## src/rtl/ram_port_arbiter.sv

```systemverilog
// Two-requester arbiter for a single-port synchronous word RAM with 1-cycle read latency.
// M0 (core) has fixed priority; M1 gets a starvation guard and can lock the RAM for itself.
module ram_port_arbiter #(
    parameter int ADDR_WIDTH = 16,
    parameter int MAX_WAIT   = 4
) (
    input  logic                  clk,
    input  logic                  reset_n,
    input  logic                  m0_req,
    input  logic                  m0_we,
    input  logic [3:0]            m0_strobe,
    input  logic [ADDR_WIDTH-1:0] m0_addr,
    input  logic [31:0]           m0_wdata,
    output logic                  m0_gnt,
    output logic                  m0_rvalid,
    output logic [31:0]           m0_rdata,
    input  logic                  m1_req,
    input  logic                  m1_we,
    input  logic [3:0]            m1_strobe,
    input  logic [ADDR_WIDTH-1:0] m1_addr,
    input  logic [31:0]           m1_wdata,
    input  logic                  m1_lock,
    output logic                  m1_gnt,
    output logic                  m1_rvalid,
    output logic [31:0]           m1_rdata,
    output logic                  ram_wr_en,
    output logic [3:0]            ram_wr_strobe,
    output logic [ADDR_WIDTH-1:0] ram_addr,
    output logic [31:0]           ram_data_in,
    input  logic [31:0]           ram_data_out,
    output logic [0:0]            dbg_lock_state,
    output logic [7:0]            dbg_wait_cnt
);

    // Handshake: a requester holds req and its command stable until gnt is high in the
    // same cycle; gnt means the access was issued to the RAM that cycle. Read data returns
    // one cycle later, qualified by rvalid. Nothing is buffered inside the arbiter.

    localparam logic [0:0] UNLOCKED = 1'b0;
    localparam logic [0:0] LOCKED   = 1'b1;
    localparam logic [7:0] WAIT_LIMIT = 8'(MAX_WAIT);

    logic [0:0] lock_state, lock_next;
    logic [7:0] wait_cnt, wait_next;
    logic       m0_rvalid_q, m1_rvalid_q;
    logic       locked;
    logic       sel1;

    assign locked = (lock_state == LOCKED);

    // Grants are forced low during reset so no RAM access escapes while state is clearing.
    assign sel1   = reset_n && m1_req && (locked || !m0_req || (wait_cnt == WAIT_LIMIT));
    assign m1_gnt = sel1;
    assign m0_gnt = reset_n && m0_req && !sel1 && !locked;

    always_comb begin
        ram_wr_en     = 1'b0;
        ram_wr_strobe = 4'b0000;
        ram_addr      = '0;
        ram_data_in   = 32'h0;
        if (m0_gnt) begin
            ram_wr_en     = m0_we;
            ram_wr_strobe = m0_strobe;
            ram_addr      = m0_addr;
            ram_data_in   = m0_wdata;
        end else if (m1_gnt) begin
            ram_wr_en     = m1_we;
            ram_wr_strobe = m1_strobe;
            ram_addr      = m1_addr;
            ram_data_in   = m1_wdata;
        end
    end

    assign m0_rdata  = ram_data_out;
    assign m1_rdata  = ram_data_out;
    // A read issued just before reset asserts is dropped rather than delivered.
    assign m0_rvalid = reset_n && m0_rvalid_q;
    assign m1_rvalid = reset_n && m1_rvalid_q;

    always_comb begin
        wait_next = wait_cnt;
        if (!m1_req || m1_gnt) begin
            wait_next = 8'd0;
        end else if (wait_cnt < WAIT_LIMIT) begin
            wait_next = wait_cnt + 8'd1;
        end
    end

    always_comb begin
        lock_next = lock_state;
        if (lock_state == UNLOCKED) begin
            if (m1_gnt && m1_lock) begin
                lock_next = LOCKED;
            end
        end else begin
            if (!m1_req || (m1_gnt && !m1_lock)) begin
                lock_next = UNLOCKED;
            end
        end
    end

    always_ff @(posedge clk) begin
        if (!reset_n) begin
            lock_state  <= UNLOCKED;
            wait_cnt    <= 8'd0;
            m0_rvalid_q <= 1'b0;
            m1_rvalid_q <= 1'b0;
        end else begin
            lock_state  <= lock_next;
            wait_cnt    <= wait_next;
            m0_rvalid_q <= m0_gnt && !m0_we;
            m1_rvalid_q <= m1_gnt && !m1_we;
        end
    end

    assign dbg_lock_state = lock_state;
    assign dbg_wait_cnt   = wait_cnt;

endmodule

```

## config.mk

```make
export PLATFORM = sky130hd
export DESIGN_NAME = ram_port_arbiter
export DESIGN_NICKNAME = d
export VERILOG_FILES = /design/src/rtl/ram_port_arbiter.sv
export SDC_FILE = /design/constraint.sdc
export NUM_CORES = 1
export LEC_CHECK = 0
export CAP_MARGIN = 20
export CORE_AREA = 5 5 104 106
export CTS_BUF_LIST = sky130_fd_sc_hd__clkbuf_4 sky130_fd_sc_hd__clkbuf_8
export DETAILED_ROUTE_END_ITERATION = 8
export DIE_AREA = 0 0 109 111
export PLACE_DENSITY_LB_ADDON = 0.05
export SLEW_MARGIN = 30
export SYNTH_ARGS = -nofsm -noshare
export SYNTH_HDL_FRONTEND = slang
export SYNTH_SLANG_ARGS = --single-unit
```

## constraint.sdc

```tcl
create_clock -name clk -period 1.8 [get_ports clk]
set_clock_uncertainty 0.1 [all_clocks]
set_input_delay 0.18 -clock clk [delete_from_list [all_inputs] [get_ports clk]]
set_output_delay 0.18 -clock clk [all_outputs]
set_load 0.1 [all_outputs]
```

# Word level (Yosys, flattened, before mapping)
# Cells that the tools add are included.
[word_totals] in_bits=143 elab_cells=42 reg_bits=11 output_inout_bits=130
[op_classes] reduce_logical=23 muxes=11 eq_ne=1 n_lt_le_gt_ge=1 add_sub_neg=1 n_bitwise=1
[op_table] cell="$mux W32" n=2
[op_table] cell="$mux W16" n=2
[op_table] cell="$logic_and A1 B1 Y1" n=11
[op_table] cell="$add A8 B1 Y8 const B" n=1
[op_table] cell="$eq A8 B3 Y1 const B" n=1
[op_table] cell="$lt A8 B3 Y1 const B" n=1
[op_table] cell="$mux W4" n=2
[op_table] cell="$logic_not A1 Y1" n=7
[op_table] cell="$mux W1" n=5
[op_table] cell="$logic_or A1 B1 Y1" n=4
[op_table] cell="$reduce_or A2 Y1" n=1
[op_table] cell="$not A1 Y1" n=1

# Longest topological paths before layout
# Gate-level depths: netlist (run 1).
[logic_depth] word_depth=8 ltp_mapped=7 mapped_depth_nobuf=5

# Least setup slack after synthesis (run 1)
# Ideal clock, no wire load.
[synth_path] path_type="reg2out" startpoint="reg wait_cnt[0], in the netlist dbg_wait_cnt[0]" endpoint="out ram_data_in[24]" stages_incl_launch_ff=8 t_required_ns=1.520 n_path_buf=2 slack_ns=-1.436 arrival_ns=2.956 cell_sequence="dfxtp_1 > inv_1 > ha_1 > nand4bb_1 > o311a_1 > buf_6 > buf_6 > a32o_1"
[synth_via] elab_chain_len=7 elab_cells_between_ends=8 classes_between="eq/ne: 1; mux: 2; reduce/logical: 5"
[synth_lines] item="from (decl)" line="44" text="logic [7:0] wait_cnt, wait_next;"
[synth_lines] item="from (signal assigned)" line="110" text="wait_cnt <= wait_next;"
[synth_lines] item="$eq A8 B3 Y1" line="52" text="assign sel1 = reset_n && m1_req && (locked || !m0_req || (wait_cnt == WAIT_LIMIT));"
[synth_lines] item="$logic_or A1 B1 Y1" line="52"
[synth_lines] item="$logic_and A1 B1 Y1" line="52"
[synth_lines] item="$logic_not A1 Y1" line="54" text="assign m0_gnt = reset_n && m0_req && !sel1 && !locked;"
[synth_lines] item="$logic_and A1 B1 Y1 (2 in series)" line="54"
[synth_lines] item="net m0_gnt" line="14" text="output logic m0_gnt,"
[synth_lines] item="$mux W32" line="61" text="if (m0_gnt) begin"
[synth_lines] item="to (decl)" line="29" text="output logic [31:0] ram_data_in,"
# The timed path passes the listed nets, and every way through them passes these cells.

# Worst setup path in the final report (run 1)
[layout_path] startpoint="reg wait_cnt[7], in the netlist dbg_wait_cnt[7]" endpoint="out ram_data_in[6]"
[layout_via] elab_chain_len=7 elab_cells_between_ends=8 classes_between="eq/ne: 1; mux: 2; reduce/logical: 5"
[layout_lines] item="$eq A8 B3 Y1 (*)" line="52"
[layout_lines] item="$logic_or A1 B1 Y1 (*)" line="52"
[layout_lines] item="$logic_and A1 B1 Y1 (*)" line="52"
[layout_lines] item="$logic_not A1 Y1" line="54"
[layout_lines] item="$logic_and A1 B1 Y1 (2 in series)" line="54"
[layout_lines] item="$mux W32 (*)" line="61"
# Every way passes the cells marked *; elsewhere a longest branch is shown, timed or not.

==> results of run 1 <==
-- cell usage in the layout, fill, tap and decap left out, types with 3 or more instances in the layout --
cell type / instances
clkdlybuf4s50_1: 110
buf_12: 65
a32o_4: 50
buf_4: 29
and3_1: 6
clkbuf_16: 6
dfxtp_4: 6
a32o_2: 3
nor3_1: 3
clkbuf_8: 3
buf_6: 3
dfxtp_2: 3
-- cells by family after synthesis --
logic type	after synthesis	share of synthesized area, %
AO/OA/AOI/OAI	62	37.6
adder cells (fa/ha/maj)	2	1.58
buffers and inverters	85	38.6
flip-flops	11	13.9
AND/OR/NAND/NOR	22	8.30
-- critical path, delay by kind of cell, from the launching register on --
family,cells,cell delay (ps)
buffers and inverters,2,350
flip-flops,1,330
AO/OA/AOI/OAI,2,670
AND/OR/NAND/NOR,1,410
-- per-layer routing --
layer / wire length [µm] / share of wire (%) / GRT usage [%] / up-vias
met2: 4870 / 50 / 24.4 / 148
met1: 3290 / 34 / 14.8 / 937
met4: 231 / 2.4 / 3.79 / 0
met5: 0 / 0 / 0 / -
li1: - / - / - / 934
met3: 1300 / 13 / 7.98 / 31
-- where the power goes --
group	total, mW	leakage [nW]	internal, mW	switching, mW
combinational	1.67	1.68	0.768	0.902
sequential	0.241	0.0953	0.239	0.00174
clock	0.270	0.0262	0.171	0.0990
-- worst paths after layout --
| kind | end | cells after the start |
|---|---|---|
| setup reg to reg | dbg_lock_state$_SDFF_PN0_ | 6 |
| setup / recovery | ram_data_in[6] | 5 |
| hold reg to reg | dbg_wait_cnt[1]$_SDFFE_PP0N_ | 3 |
| hold / removal | m0_rdata[1] | 0 |
-- cell type report --
cell class              instances  area, µm²  share of cell area [%]
repair buffers                216       2870                    60.5
multi-input cells              87       1400                    29.4
flip-flops and latches         11        246                    5.19
well taps                     133        166                    3.50
clock buffers                   4       48.8                    1.03
inverters                       3       16.3                   0.342
-- registers in the layout, summed over array words and instances (netlist names) --
| name | cells |
|---|---|
| dbg_wait_cnt | 8 |
| m0_rvalid_q | 1 |
| dbg_lock_state | 1 |
| m1_rvalid_q | 1 |
-- stage by stage --
step | setup TNS (ps) | hold WS [ps] | setup slack, ps
floorplan | -19570 | 152 | -405
global placement | -14330 | 261 | -294
detailed placement | -14990 | 261 | -307
CTS | -28470 | 261 | -549
global route | -29160 | 260 | -556
finish | -26460 | 260 | -507
-- timing repair --
action / in CTS / in global routing
gates resized for setup: 2 / 10
setup endpoints to repair: 55 / 55
pin swaps: 1 / 20
buffers inserted: 2 / 1
cloned: 1 / 8
==> results.sh, run 1 <==
export IMPL_status="finished with violations"
export IMPL_violations="setup timing"
export IMPL_final_net_count=467
export IMPL_yosys_warnings=0
export IMPL_max_stage_delay_ps=410
export IMPL_cts_buffer_depth=2
export IMPL_cts_htree_levels=1
export IMPL_clk_pin_slew_worst_paths_ps=50
export IMPL_die_x_um=109
export IMPL_detail_route_antenna_nets=0
export IMPL_r2r_slack_ps=100
export IMPL_cts_sinks=11
export IMPL_r2r_start="dbg_wait_cnt[7]$_SDFFE_PP0N_"
export IMPL_insertedDiodeCount=0
export IMPL_netlist_instances=182
export IMPL_setup_violations=55
export IMPL_cellPowerDensity_nw_per_um2=459
export IMPL_final_util_pct=49.0
export IMPL_synth_area_per_cell_um2=8.70
export IMPL_synth_ff_type="dfxtp_1"
export IMPL_grt_pass1_vias=2311
export IMPL_core_area_um2=9680
export IMPL_min_period_over_period_pct=128
export IMPL_synthTopCellsByCount="64 x buf_4, 53 x a32o_1, 11 x dfxtp_1"
export IMPL_synth_cell_type_count=24
export IMPL_syn_area_um2=1580
export IMPL_cp_max_fo=7
export IMPL_dr_pass1_iters=4
export IMPL_yosysMostFrequentCell="buf_4"
export IMPL_critical_path_class="reg -> out"
export IMPL_cp_cell_sequence="or3_4 -> o311a_4 -> clkbuf_16 -> a32o_4 -> buf_12"
export IMPL_finish_instance_area_um2=4750
export IMPL_numCtsBuffers=3
export IMPL_wl_per_cell_um=21.3
export IMPL_rows=36
export IMPL_chipHeight_um=111
export IMPL_routed_via_count=2050
export IMPL_grt_overflow_total=0
export IMPL_yosysTopAreaCell="a32o_1"
export IMPL_power_mw=2.18
export IMPL_viasPerCell=4.52
export IMPL_fin_cells=454
export IMPL_io_pins=273
export IMPL_fillCellCount=862
export IMPL_cp_start_kind="flop"
export IMPL_fmax_ghz=0.433
export IMPL_synth_fp_nets=327
export IMPL_rsz0062_at_grt="yes"
export IMPL_synth_top_area_share_pct=33.5
export IMPL_worst_pin_slew_ps=517
export IMPL_cp_slowest_cell="or3_4"
export IMPL_grt_pass1_wl_um=13600
export IMPL_routed_wl_um=9690
export IMPL_maxCapViolations=0
export IMPL_netlist_top_cells_area="a32o_1 34%, buf_4 30%, dfxtp_1 14%"
export IMPL_hp_start="ram_data_out[1]"
export IMPL_synthArstFlopShare_pct=0
export IMPL_io_buffers=176
export IMPL_grt_max_degree=19
export IMPL_clk_latency_ps=240
export IMPL_synth_edf_count=0
export IMPL_antenna_found_initial=0
export IMPL_place_area_um2=4400
export IMPL_initial_core_util_pct=16.3
export IMPL_dp_cells=438
export IMPL_syn_to_final_growth_pct=200
export IMPL_ys_ff_latch=11
export IMPL_maxSlewHeadroom_pct=65.3
export IMPL_drc=0
export IMPL_cp_end_kind="output port"
export IMPL_postCtsHoldBufs=0
export IMPL_cp_arrival_ps=2030
export IMPL_setup_slack_ps=-507
export IMPL_slew_viol_final=0
export IMPL_drive_gt1_share_pct=56.7
export IMPL_finalHoldViolations=0
export IMPL_cts_tree="built"
export IMPL_dp_hpwl_um=7590
export IMPL_track_usage_pct=14.3
export IMPL_fin_crit_ps=2310
export IMPL_startpoint="dbg_wait_cnt[7]$_SDFFE_PP0N_"
export IMPL_gp_congestion=0.729
export IMPL_power_leakage_nw=1.80
export IMPL_vdd_drop_max_mv=0.221
export IMPL_hold_class="in -> out"
export IMPL_critPathRequiredTime_ps=1520
export IMPL_drtIter0Drc=25
export IMPL_cts_root_buf="clkbuf_8"
export IMPL_ys_seq_area_share_pct=13.9
export IMPL_fp_dieArea_um2=12100
No activity file was read; power rests on OpenSTA's default activity.
==> run 2: changes to the inputs <==
- SETUP_SLACK_MARGIN: not set -> 0.3
==> run 2 against run 1 <==
Compared with the run above: the flow still finishes with violations (setup timing); die area is the same; sequential power is essentially flat; cell area grew 0.21%; clock power is essentially flat; final cell count is the same; fmax is essentially flat; via count is essentially flat; worst setup slack lost 1.6 ps; non-clock buffer count is the same; global-route usage is the same; utilization grew 0.10 points; critical path type unchanged; critical path depth is the same.
==> results.sh, run 2 (synthesis results as in run 1) <==
export IMPL_vdd_drop_max_mv=0.221
export IMPL_cts_htree_levels=1
export IMPL_postCtsHoldBufs=0
export IMPL_r2r_slack_ps=100
export IMPL_io_pins=273
export IMPL_grt_overflow_total=0
export IMPL_rows=36
export IMPL_drc=0
export IMPL_violations="setup timing"
export IMPL_maxCapViolations=0
export IMPL_viasPerCell=4.51
export IMPL_largest_register_ffs=8
export IMPL_cts_root_buf="clkbuf_8"
export IMPL_power_leakage_nw=1.81
export IMPL_hold_class="in -> out"
export IMPL_cp_max_fo=7
export IMPL_cp_start_kind="flop"
export IMPL_dp_cells=438
export IMPL_startpoint="dbg_wait_cnt[7]$_SDFFE_PP0N_"
export IMPL_grt_pass1_wl_um=13600
export IMPL_fmax_ghz=0.433
export IMPL_drive_gt1_share_pct=57.0
export IMPL_worst_pin_slew_ps=517
export IMPL_final_util_pct=49.1
export IMPL_rr_worst_depth=6
export IMPL_cp_arrival_ps=2030
export IMPL_holdWs_ps=260
export IMPL_dp_hpwl_um=7590
export IMPL_min_period_over_period_pct=128
export IMPL_crit_path_end="ram_data_in[6]"
export IMPL_chipHeight_um=111
export IMPL_drtIter0Drc=20
export IMPL_gp_congestion=0.729
export IMPL_clk_pin_slew_worst_paths_ps=50
export IMPL_detail_route_antenna_nets=0
export IMPL_antenna_found_initial=0
export IMPL_cts_buffer_depth=2
export IMPL_io_buffers=176
export IMPL_insertedDiodeCount=0
export IMPL_r2r_end="dbg_lock_state$_SDFF_PN0_"
export IMPL_fin_cells=454
export IMPL_cp_end_kind="output port"
export IMPL_numCtsBuffers=3
export IMPL_critical_path_class="reg -> out"
export IMPL_track_usage_pct=14.3
export IMPL_routed_via_count=2049
export IMPL_maxSlewHeadroom_pct=65.3
export IMPL_critPathRequiredTime_ps=1520
export IMPL_setup_violations=55
export IMPL_rsz0062_at_grt="yes"
export IMPL_hp_start="ram_data_out[1]"
export IMPL_dr_pass1_iters=4
export IMPL_die_x_um=109
export IMPL_status="finished with violations"
export IMPL_routed_wl_um=9710
export IMPL_grt_pass1_vias=2309
export IMPL_syn_to_final_growth_pct=201
export IMPL_final_cell_mix="109 x clkdlybuf4s50_1, 65 x buf_12, 50 x a32o_4, 29 x buf_4"
export IMPL_wl_per_cell_um=21.4
export IMPL_clk_latency_ps=240
export IMPL_grt_max_degree=19
export IMPL_layout_cells_most_common="clkdlybuf4s50_1"
export IMPL_cellPowerDensity_nw_per_um2=459
export IMPL_core_area_um2=9680
export IMPL_r2r_start="dbg_wait_cnt[7]$_SDFFE_PP0N_"
export IMPL_finalHoldViolations=0
export IMPL_cts_tree="built"
export IMPL_fp_dieArea_um2=12100
export IMPL_power_mw=2.18
export IMPL_initial_core_util_pct=16.3
export IMPL_setup_slack_ps=-509
export IMPL_pre_cts_ws_ps=-307
export IMPL_slew_viol_final=0
export IMPL_cts_sinks=11
export IMPL_final_net_count=467
export IMPL_fin_crit_ps=2310
==> run 2: cell types whose count changed in the layout (fill, tap and decap cells not counted), sizes merged <==
cell	before	now
dlymetal6s2s	0	1
clkdlybuf4s50	110	109
==> run 2: metrics by stage <==
step                area [µm²]  setup TNS [ps]
finish                    4760          -26560
global route              4760          -29160
CTS                       4520          -28470
detailed placement        4400          -14990
global placement          4400          -14330
floorplan                 2200          -19570
==> run 2: metal layers <==
metal  track usage (%)  share of wire, %
met5                 0                 0
met4              3.79               2.4
met3              7.98                13
met1              14.8                34
met2              24.4                50
==> run 2: worst min path at each step <==
| stage | to | slack (ps) | cells past startpoint |
|---|---|---|---|
| 3_5_place_dp | m0_rdata[24] | 260 | 0 |
| 3_3_place_gp | m0_rdata[24] | 260 | 0 |
| 4_1_cts | m0_rdata[24] | 260 | 0 |
| 6_report | m0_rdata[1] | 260 | 0 |
| 2_1_floorplan | m0_rvalid_q$_SDFF_PN0_ | 150 | 1 |
| 5_1_grt | m0_rdata[1] | 260 | 0 |
==> run 2: power by group <==
part / total, mW / internal [mW] / switching (mW)
clock network: 0.270 / 0.171 / 0.0987
registers: 0.241 / 0.239 / 0.00174
logic: 1.67 / 0.769 / 0.903
total: 2.18 / 1.18 / 1.00
==> run 2: worst max-delay path, cell delays in order, from the launching register on <==
cell and delay, ps:
dfxtp_4 330, or3_4 420, o311a_4 410, clkbuf_16 190, a32o_4 260, buf_12 160
==> run 2: area by class of cell <==
type	instances	area, µm²
Tap cell	133	166
Multi-Input combinational cell	87	1410
Clock buffer	4	48.8
Fill cell	862	4920
Sequential cell	11	246
Inverter	3	16.3
Timing Repair Buffer	216	2880
==> run 2: repair_timing <==
item                       4_1_cts  5_1_grt
pin swaps                        2       21
buffers inserted                 2        1
cloned                           1        8
setup endpoints to repair       64       65
gates resized for setup          2       12
==> run 3: changes to the inputs <==
- CORE_AREA: 5 5 104 106 -> 5 5 101 103
- DIE_AREA: 0 0 109 111 -> 0 0 106 108
- DONT_BUFFER_PORTS: not set -> 1
==> run 3 against run 2 <==
Compared with the run above: the run still ends with setup timing left; clock power is 5% lower; non-clock buffer count is 121 lower; sequential power hardly changed; cell area is 26% lower; total power is 13% lower; utilization is 11 points lower; worst hold slack worse by 260 ps.
==> results.sh, run 3 (synthesis results as in run 1) <==
export IMPL_io_pins=273
export IMPL_track_usage_pct=13.2
export IMPL_max_stage_delay_ps=430
export IMPL_cp_slowest_cell="o311a_4"
export IMPL_rsz0062_at_grt="yes"
export IMPL_core_area_um2=9110
export IMPL_final_net_count=345
export IMPL_worst_pin_slew_ps=455
export IMPL_slew_viol_final=0
export IMPL_clk_pin_slew_worst_paths_ps=50
export IMPL_grt_overflow_total=0
export IMPL_maxSlewHeadroom_pct=69.4
export IMPL_layout_cells_most_common="buf_12"
export IMPL_setup_slack_ps=-507
export IMPL_dp_hpwl_um=6220
export IMPL_antenna_found_initial=0
export IMPL_finalHoldViolations=0
export IMPL_p_sw_share_pct=49.1
export IMPL_routed_via_count=1615
export IMPL_setup_violations=56
export IMPL_grt_pass1_vias=1920
export IMPL_status="finished with violations"
export IMPL_grt_max_degree=36
export IMPL_finish_instance_area_um2=3520
export IMPL_pwr_share_comb_pct=73.8
export IMPL_drtIter0Drc=34
export IMPL_min_period_over_period_pct=128
export IMPL_drc=0
export IMPL_path_buf_inv=2
export IMPL_critPathRequiredTime_ps=1520
export IMPL_drive_gt1_share_pct=85.4
export IMPL_cp_start_kind="flop"
export IMPL_largest_register_ffs=8
export IMPL_final_util_pct=38.6
export IMPL_numCtsBuffers=3
export IMPL_cp_cell_sequence="or3_4 -> o311a_4 -> clkbuf_16 -> a32o_4 -> buf_12"
export IMPL_pwr_share_clk_pct=13.5
export IMPL_chipHeight_um=108
export IMPL_initial_core_util_pct=17.4
export IMPL_rows=35
export IMPL_critical_path_class="reg -> out"
export IMPL_place_area_um2=3090
export IMPL_p_int_uw=965
export IMPL_die_x_um=106
export IMPL_hold_class="in -> reg"
export IMPL_cellPowerDensity_nw_per_um2=538
export IMPL_insertedDiodeCount=0
export IMPL_detail_route_antenna_nets=0
export IMPL_cts_tree="built"
export IMPL_cts_htree_levels=1
export IMPL_gp_congestion=0.691
export IMPL_cp_max_fo=8
export IMPL_power_leakage_nw=1.30
export IMPL_cp_end_kind="output port"
export IMPL_pre_cts_ws_ps=-300
export IMPL_vdd_drop_max_mv=0.179
export IMPL_p_switching_uw=930
export IMPL_violations="setup timing"
export IMPL_fp_dieArea_um2=11400
export IMPL_cp_arrival_ps=2030
export IMPL_wl_per_cell_um=27.1
export IMPL_syn_to_final_growth_pct=122
export IMPL_io_buffers=0
export IMPL_critPathTopFamily="compound AO/OA/AOI/OAI gates"
export IMPL_cts_sinks=11
export IMPL_grt_pass1_wl_um=11800
export IMPL_fin_crit_ps=2310
export IMPL_clk_latency_ps=230
export IMPL_dr_pass1_iters=3
export IMPL_maxCapViolations=0
export IMPL_final_cell_mix="61 x buf_12, 50 x a32o_4, 19 x buf_4"
export IMPL_routed_wl_um=8410
export IMPL_cts_buffer_depth=2
export IMPL_fmax_ghz=0.433
export IMPL_power_frac_seq_pct=12.7
export IMPL_viasPerCell=5.21
export IMPL_cts_root_buf="clkbuf_8"
-- run 3: changes by cell type in the layout (fill, tap and decap cells not counted), sizes merged --
| cell | previous run | this run |
|---|---|---|
| dlygate4sd3 | 0 | 2 |
| buf | 100 | 89 |
| clkbuf | 10 | 8 |
| dlymetal6s2s | 1 | 0 |
| clkdlybuf4s50 | 109 | 0 |
| o311a | 2 | 1 |
-- run 3: power groups by stage --
stage	registers [mW]	clock network, mW	logic, mW
after global placement	0.245	0	1.29
after detailed placement	0.246	0	1.30
final	0.241	0.256	1.40
after floorplan	0.259	0	1.54
after CTS	0.241	0.267	1.38
after global routing	0.241	0.276	1.43
-- run 3: timing repair --
action	4_1_cts	5_1_grt
setup endpoints to repair	62	64
gates cloned	5	5
gates resized for setup	15	2
hold buffers	2	0
pin swaps	4	21
hold endpoints to repair	2	0
setup buffers	2	2
-- run 3: routing by layer --
layer / global-route usage (%) / vias to the layer above / share of wire [%]
met1: 13.1 / 772 / 32
met2: 24.4 / 122 / 54
li1: - / 694 / -
met5: 0 / - / 0
met4: 4.35 / 0 / 2.8
met3: 5.91 / 27 / 11
-- run 3: final cells by class --
class	count	area, µm²
Fill cell	864	5590
Timing Repair Buffer	95	1680
Multi-Input combinational cell	86	1390
Sequential cell	11	246
Tap cell	111	139
Clock buffer	4	48.8
Inverter	3	13.8
-- run 3: worst paths after layout --
path / slack, ps / start / depth (start not counted) / end
hold reg to reg: 480 / dbg_wait_cnt[1]$_SDFFE_PP0N_ / 3 / dbg_wait_cnt[1]$_SDFFE_PP0N_
setup / recovery: -510 / dbg_wait_cnt[6]$_SDFFE_PP0N_ / 5 / ram_data_in[26]
hold / removal: 4 / m1_lock / 1 / dbg_lock_state$_SDFF_PN0_
setup reg to reg: -140 / dbg_wait_cnt[6]$_SDFFE_PP0N_ / 6 / m0_rvalid_q$_SDFF_PN0_
-- run 3: metrics by stage --
stage               TNS [ps]  total power [mW]  hold slack (ps)  std cells
finish                -26380              1.89             4.15        310
CTS                   -28260              1.88             1.07        303
global placement      -12440              1.54              156        290
detailed placement    -15260              1.54              154        290
global route          -30070              1.95             2.62        310
floorplan             -19570              1.80              152        182
-- run 3: worst register-to-register path, delay by kind of cell, from the launching register on --
kind | cells | cell delay (ps)
AOI/OAI and AO/OA | 1 | 430
buffers and inverters | 3 | 460
and+or+nand+nor | 2 | 520
DFF | 1 | 330
